[src/rtl/fc_layer.sv]
// Dense layer: streams the flattened vector against weights, adds bias,
// rounds, saturates and optionally clamps negatives, one result per neuron.
module fc_layer #(
  parameter int IN_LEN  = 2048,
  parameter int OUT_LEN = 10,
  parameter int RELU    = 0
) (
  input  logic        clk,
  input  logic        reset,
  input  logic        start,
  output logic        busy,
  output logic        done,
  output logic        fl_rd,
  output logic [10:0] fl_addr,
  input  logic [19:0] fl_data,
  output logic [15:0] w_addr,
  input  logic [19:0] w_data,
  output logic [3:0]  b_addr,
  input  logic [19:0] b_data,
  output logic        out_wr,
  output logic [3:0]  out_addr,
  output logic [19:0] out_data
);

  typedef enum logic [2:0] {
    IDLE, MAC, DRAIN, BIAS, WRITE, DONE
  } state_t;

  localparam logic [10:0] I_LAST = 11'(IN_LEN - 1);
  localparam logic [3:0]  O_LAST = 4'(OUT_LEN - 1);
  localparam logic signed [35:0] R_MAX = 36'sd524287;
  localparam logic signed [35:0] R_MIN = -36'sd524288;

  state_t state_q, state_d;
  logic [10:0] i_q, i_d;
  logic [3:0]  o_q, o_d;
  logic signed [49:0] acc_q, acc_d;
  logic busy_q, busy_d;
  logic done_q, done_d;
  logic out_wr_q, out_wr_d;
  logic [3:0]  out_addr_q, out_addr_d;
  logic [19:0] out_data_q, out_data_d;

  logic signed [39:0] prod;
  logic signed [49:0] prod_ext;
  logic signed [49:0] bias_ext;
  logic signed [35:0] rnd;
  logic signed [35:0] r;
  logic [19:0] res;

  assign prod     = $signed(fl_data) * $signed(w_data);
  assign prod_ext = {{10{prod[39]}}, prod};
  assign bias_ext = {{14{b_data[19]}}, b_data, 16'b0};

  // Round half toward +inf at 2^-16, then saturate and optionally clamp
  always_comb begin
    rnd = {acc_q[49], acc_q[49:15]} + 36'sd1;
    r   = rnd >>> 1;
    if (r > R_MAX)
      res = 20'h7FFFF;
    else if (r < R_MIN)
      res = 20'h80000;
    else
      res = r[19:0];
    if (RELU != 0 && res[19])
      res = 20'h00000;
  end

  assign busy     = busy_q;
  assign done     = done_q;
  assign out_wr   = out_wr_q;
  assign out_addr = out_addr_q;
  assign out_data = out_data_q;
  assign fl_rd    = (state_q == MAC);
  assign fl_addr  = i_q;
  assign b_addr   = o_q;
  assign w_addr   = 16'(o_q) * 16'(IN_LEN) + {5'b0, i_q};

  // State and datapath registers
  always_ff @(posedge clk or posedge reset) begin
    if (reset) begin
      state_q    <= IDLE;
      i_q        <= '0;
      o_q        <= '0;
      acc_q      <= '0;
      busy_q     <= 1'b0;
      done_q     <= 1'b0;
      out_wr_q   <= 1'b0;
      out_addr_q <= '0;
      out_data_q <= '0;
    end else begin
      state_q    <= state_d;
      i_q        <= i_d;
      o_q        <= o_d;
      acc_q      <= acc_d;
      busy_q     <= busy_d;
      done_q     <= done_d;
      out_wr_q   <= out_wr_d;
      out_addr_q <= out_addr_d;
      out_data_q <= out_data_d;
    end
  end

  // Next-state sequencing through a neuron and across neurons
  always_comb begin
    state_d = state_q;
    unique case (state_q)
      IDLE:  if (start) state_d = MAC;
      MAC:   if (i_q == I_LAST) state_d = DRAIN;
      DRAIN: state_d = BIAS;
      BIAS:  state_d = WRITE;
      WRITE: state_d = (o_q == O_LAST) ? DONE : MAC;
      DONE:  state_d = IDLE;
      default: state_d = IDLE;
    endcase
  end

  // Counters, accumulator and registered outputs
  always_comb begin
    i_d        = i_q;
    o_d        = o_q;
    acc_d      = acc_q;
    busy_d     = busy_q;
    done_d     = 1'b0;
    out_wr_d   = 1'b0;
    out_addr_d = out_addr_q;
    out_data_d = out_data_q;
    unique case (state_q)
      IDLE: begin
        if (start) begin
          busy_d = 1'b1;
          o_d    = '0;
          i_d    = '0;
          acc_d  = '0;
        end
      end
      MAC: begin
        if (i_q != 11'd0) acc_d = acc_q + prod_ext;
        if (i_q != I_LAST) i_d = i_q + 11'd1;
      end
      DRAIN: acc_d = acc_q + prod_ext;
      BIAS:  acc_d = acc_q + bias_ext;
      WRITE: begin
        out_wr_d   = 1'b1;
        out_addr_d = o_q;
        out_data_d = res;
        acc_d      = '0;
        if (o_q != O_LAST) begin
          o_d = o_q + 4'd1;
          i_d = '0;
        end
      end
      DONE: begin
        done_d = 1'b1;
        busy_d = 1'b0;
      end
      default: ;
    endcase
  end

endmodule
[config.mk]
export PLATFORM = sky130hd
export DESIGN_NAME = fc_layer
export DESIGN_NICKNAME = d
export VERILOG_FILES = /design/src/rtl/fc_layer.sv
export SDC_FILE = /design/constraint.sdc
export NUM_CORES = 2
export LEC_CHECK = 0
export CAP_MARGIN = 20
export CORE_ASPECT_RATIO = 0.8
export CORE_MARGIN = 2
export CORE_UTILIZATION = 45
export CTS_CLUSTER_SIZE = 12
export DETAILED_ROUTE_END_ITERATION = 8
export GPL_ROUTABILITY_DRIVEN = 1
export PLACE_DENSITY = 0.62
export SLEW_MARGIN = 30
export SYNTH_ARGS = -nofsm -noshare
export SYNTH_HDL_FRONTEND = slang
export SYNTH_SLANG_ARGS = --single-unit
export TNS_END_PERCENT = 30
[constraint.sdc]
create_clock -name clk -period 6.41 [get_ports clk]
set_clock_uncertainty 0.05 [all_clocks]
set_input_delay 0.9615 -clock clk [delete_from_list [all_inputs] [get_ports clk]]
set_output_delay 0.9615 -clock clk [all_outputs]
set_load 0.02 [all_outputs]
==> metrics <==
status complete, but fails checks; failing checks setup timing; Mapped Cells 3041; total CTS buffers 9; Total Wirelength 74690 um; Min-Delay Endpoint acc_q[12]; DRC 0; fin crit share 111.7%; Hold Vio Cnt, Final 0; I/O Buffers 120; WS Path Type primary input to flop; count leader, synth inv_1; max_cap viols 0; Placed Area 31060 um2; Mapped Nets about 3800; post-synth top area share 40.36%; io pins 122; H-tree Lvls 3; Worst Setup Start Kind primary input; core footprint 58220 um2; share of cells above drive strength 1 22.99%; initial DRC count between 1000 and 1500; Final ANT Viol Nets 0; row count 79; Area growth syn-to-layout 28.04%; CP required about 6600 ps; vias in the first global route 23570; crit path max fanout 6; Hold Path Stages 2; pin slew with the least headroom to its limit 844.0 ps; via count ~22000; nets 4246; Detailed Routing Iterations Pass 1 5; CP startpoint fl_data[19]; final setup violating endpoints 35; Warnings, synthesis 0; CTS tree done; R2R depth 25; RR Endpoint acc_q[32]; Yosys cell types 78; first-pass GRT wire length 122700 um; R2R Path Start acc_q[12]; fmax 0.1397 GHz; via density per instance 5.160; minimum clock period just over 7000 ps; Antenna diodes 0; Final Max Slew Viols 0; Chip Height approximately 220 um; synth cell count leaders inv_1, fa_1, nand2_1; Hold Crit Start acc_q[12]; final-layout fill cell count around 5000; fraction of registers with async set/reset 100.0%; Worst Hold Class flop to flop; area leader, netlist fa_1; Avg Cell Area, Syn 8.726 um2; Mapped Area 26540 um2; ys flop type dfrtp_1; Clock Tree Root clkbuf_16; largest net degree at the start of global routing 50; All-Layer GR Usage 25.28%; Reg2Reg Setup Slack 130 ps; total grt overflow 0; Chip Width 275.5 um; Routed WL per cell 17.64 um; clock-pin slew on the worst setup and hold paths about 70 ps; crit path DAT 7360 ps; final hold slack about 440 ps; Initial Utilization 45.58%; top cells by area, synth fa_1, inv_1, dfrtp_1; number of synthesized register bits 95; Slew Limit Headroom 43.25%; routability cong. just over 0.9; detailed placement HPWL 59490 um; die area 60940 um2; Clock Latency Late Sink ~370 ps; Seq/Total Area, Yosys 8.958%; RSZ-0062 raised after global routing true; Critical Path End Type flop; cell area after layout around 34000 um2; EDFF count, synth 0; clock sinks 95; initial antenna violation count 1; post-route setup slack -747.9 ps; Hold-fix buffers, CTS 0; CTS Buffer Depth 2
## worst max path at each step
stage,endpoint,slack (ps)
floorplan,acc_q[48],-1000
global route,acc_q[48],-940
CTS,acc_q[43],-700
detailed placement,acc_q[49],-1700
global placement,acc_q[49],-1650
finish,acc_q[48],-750
## per-stage QoR
step	utilization (%)	std cells	TNS, ps	worst slack [ps]
CTS	57.30	4214	-18330	-698.7
detailed placement	53.35	4103	-53370	-1700
floorplan	-	3041	-24150	-1004
finish	58.36	4235	-16910	-747.9
global placement	53.32	4102	-51660	-1653
global route	58.36	4235	-24500	-941.3
## flip-flops by register name, summed over array words and instances, names as in the netlist
| name | flops |
|---|---|
| out_addr | 4 |
| done | 1 |
| out_wr | 1 |
| state_q | 3 |
| b_addr | 4 |
| acc_q | 50 |
| busy | 1 |
| out_data | 20 |
| fl_addr | 11 |
## routing by layer
metal	GRT usage, %	wire (um)
met2	43.46	37980
met3	3.266	3656
met4	4.272	1271
met5	0	0
met1	34.51	31790
## kinds of logic (layout without fill, tap and decap cells)
group / count (synthesis) / after routing / share of synthesized area, %
simple gates: 748 / 748 / 14.14
mux: 13 / 13 / 0.5139
xor+xnor: 106 / 106 / 3.499
buf+inv: 957 / 1382 / 13.81
flops: 95 / 95 / 8.958
other cells: 1 / 1 / 0.01413
compound gates: 399 / 399 / 9.883
fa+ha+maj: 722 / 722 / 49.18
## worst max-delay path: stages
cell      delay (ps)
buf_8             80
buf_12           120
buf_8            120
and2_4           150
inv_2             40
fa_1             500
inv_2             50
fa_2             570
inv_4             80
fa_2             640
fa_2             480
buf_4            160
fa_1             520
inv_1             50
fa_1             520
inv_1             60
fa_1             490
inv_2             50
ha_4             230
and3_4           150
a221o_1          360
a21oi_2          150
nor2_1            70
a211oi_2         280
o31ai_4          120
mux2i_1          130
a211o_1          230
## placed cells by master, fill, tap and decap left out, types with 46 or more instances in the layout
| cell type | count |
|---|---|
| ha_1 | 146 |
| a21oi_1 | 71 |
| xnor2_1 | 66 |
| nor2_1 | 85 |
| buf_6 | 46 |
| inv_1 | 748 |
| nand2_1 | 262 |
| inv_2 | 62 |
| buf_4 | 327 |
| dfrtp_1 | 95 |
| and2_1 | 158 |
| clkdlybuf4s50_1 | 80 |
| fa_1 | 497 |
| o21ai_0 | 55 |
## cell type report
cell class | instances | area, um2 | area share (%)
well taps | 769 | 962.2 | 2.832
flip-flops and latches | 95 | 2377 | 6.997
clock inverters | 4 | 76.32 | 0.2246
repair buffers | 550 | 5354 | 15.76
multi-input cells | 1989 | 21870 | 64.37
inverters | 816 | 3079 | 9.063
clock buffers | 12 | 256.5 | 0.7549
## repair_timing
action | in CTS | in global routing
pin swaps | 246 | 159
setup buffers | 79 | 23
gates cloned | 17 | 2
resized for setup | 360 | 161
endpoints found under the setup margin | 38 | 37
Power is not shown: default switching activity piles up to over one toggle a cycle in this logic, so the estimate is an artifact.
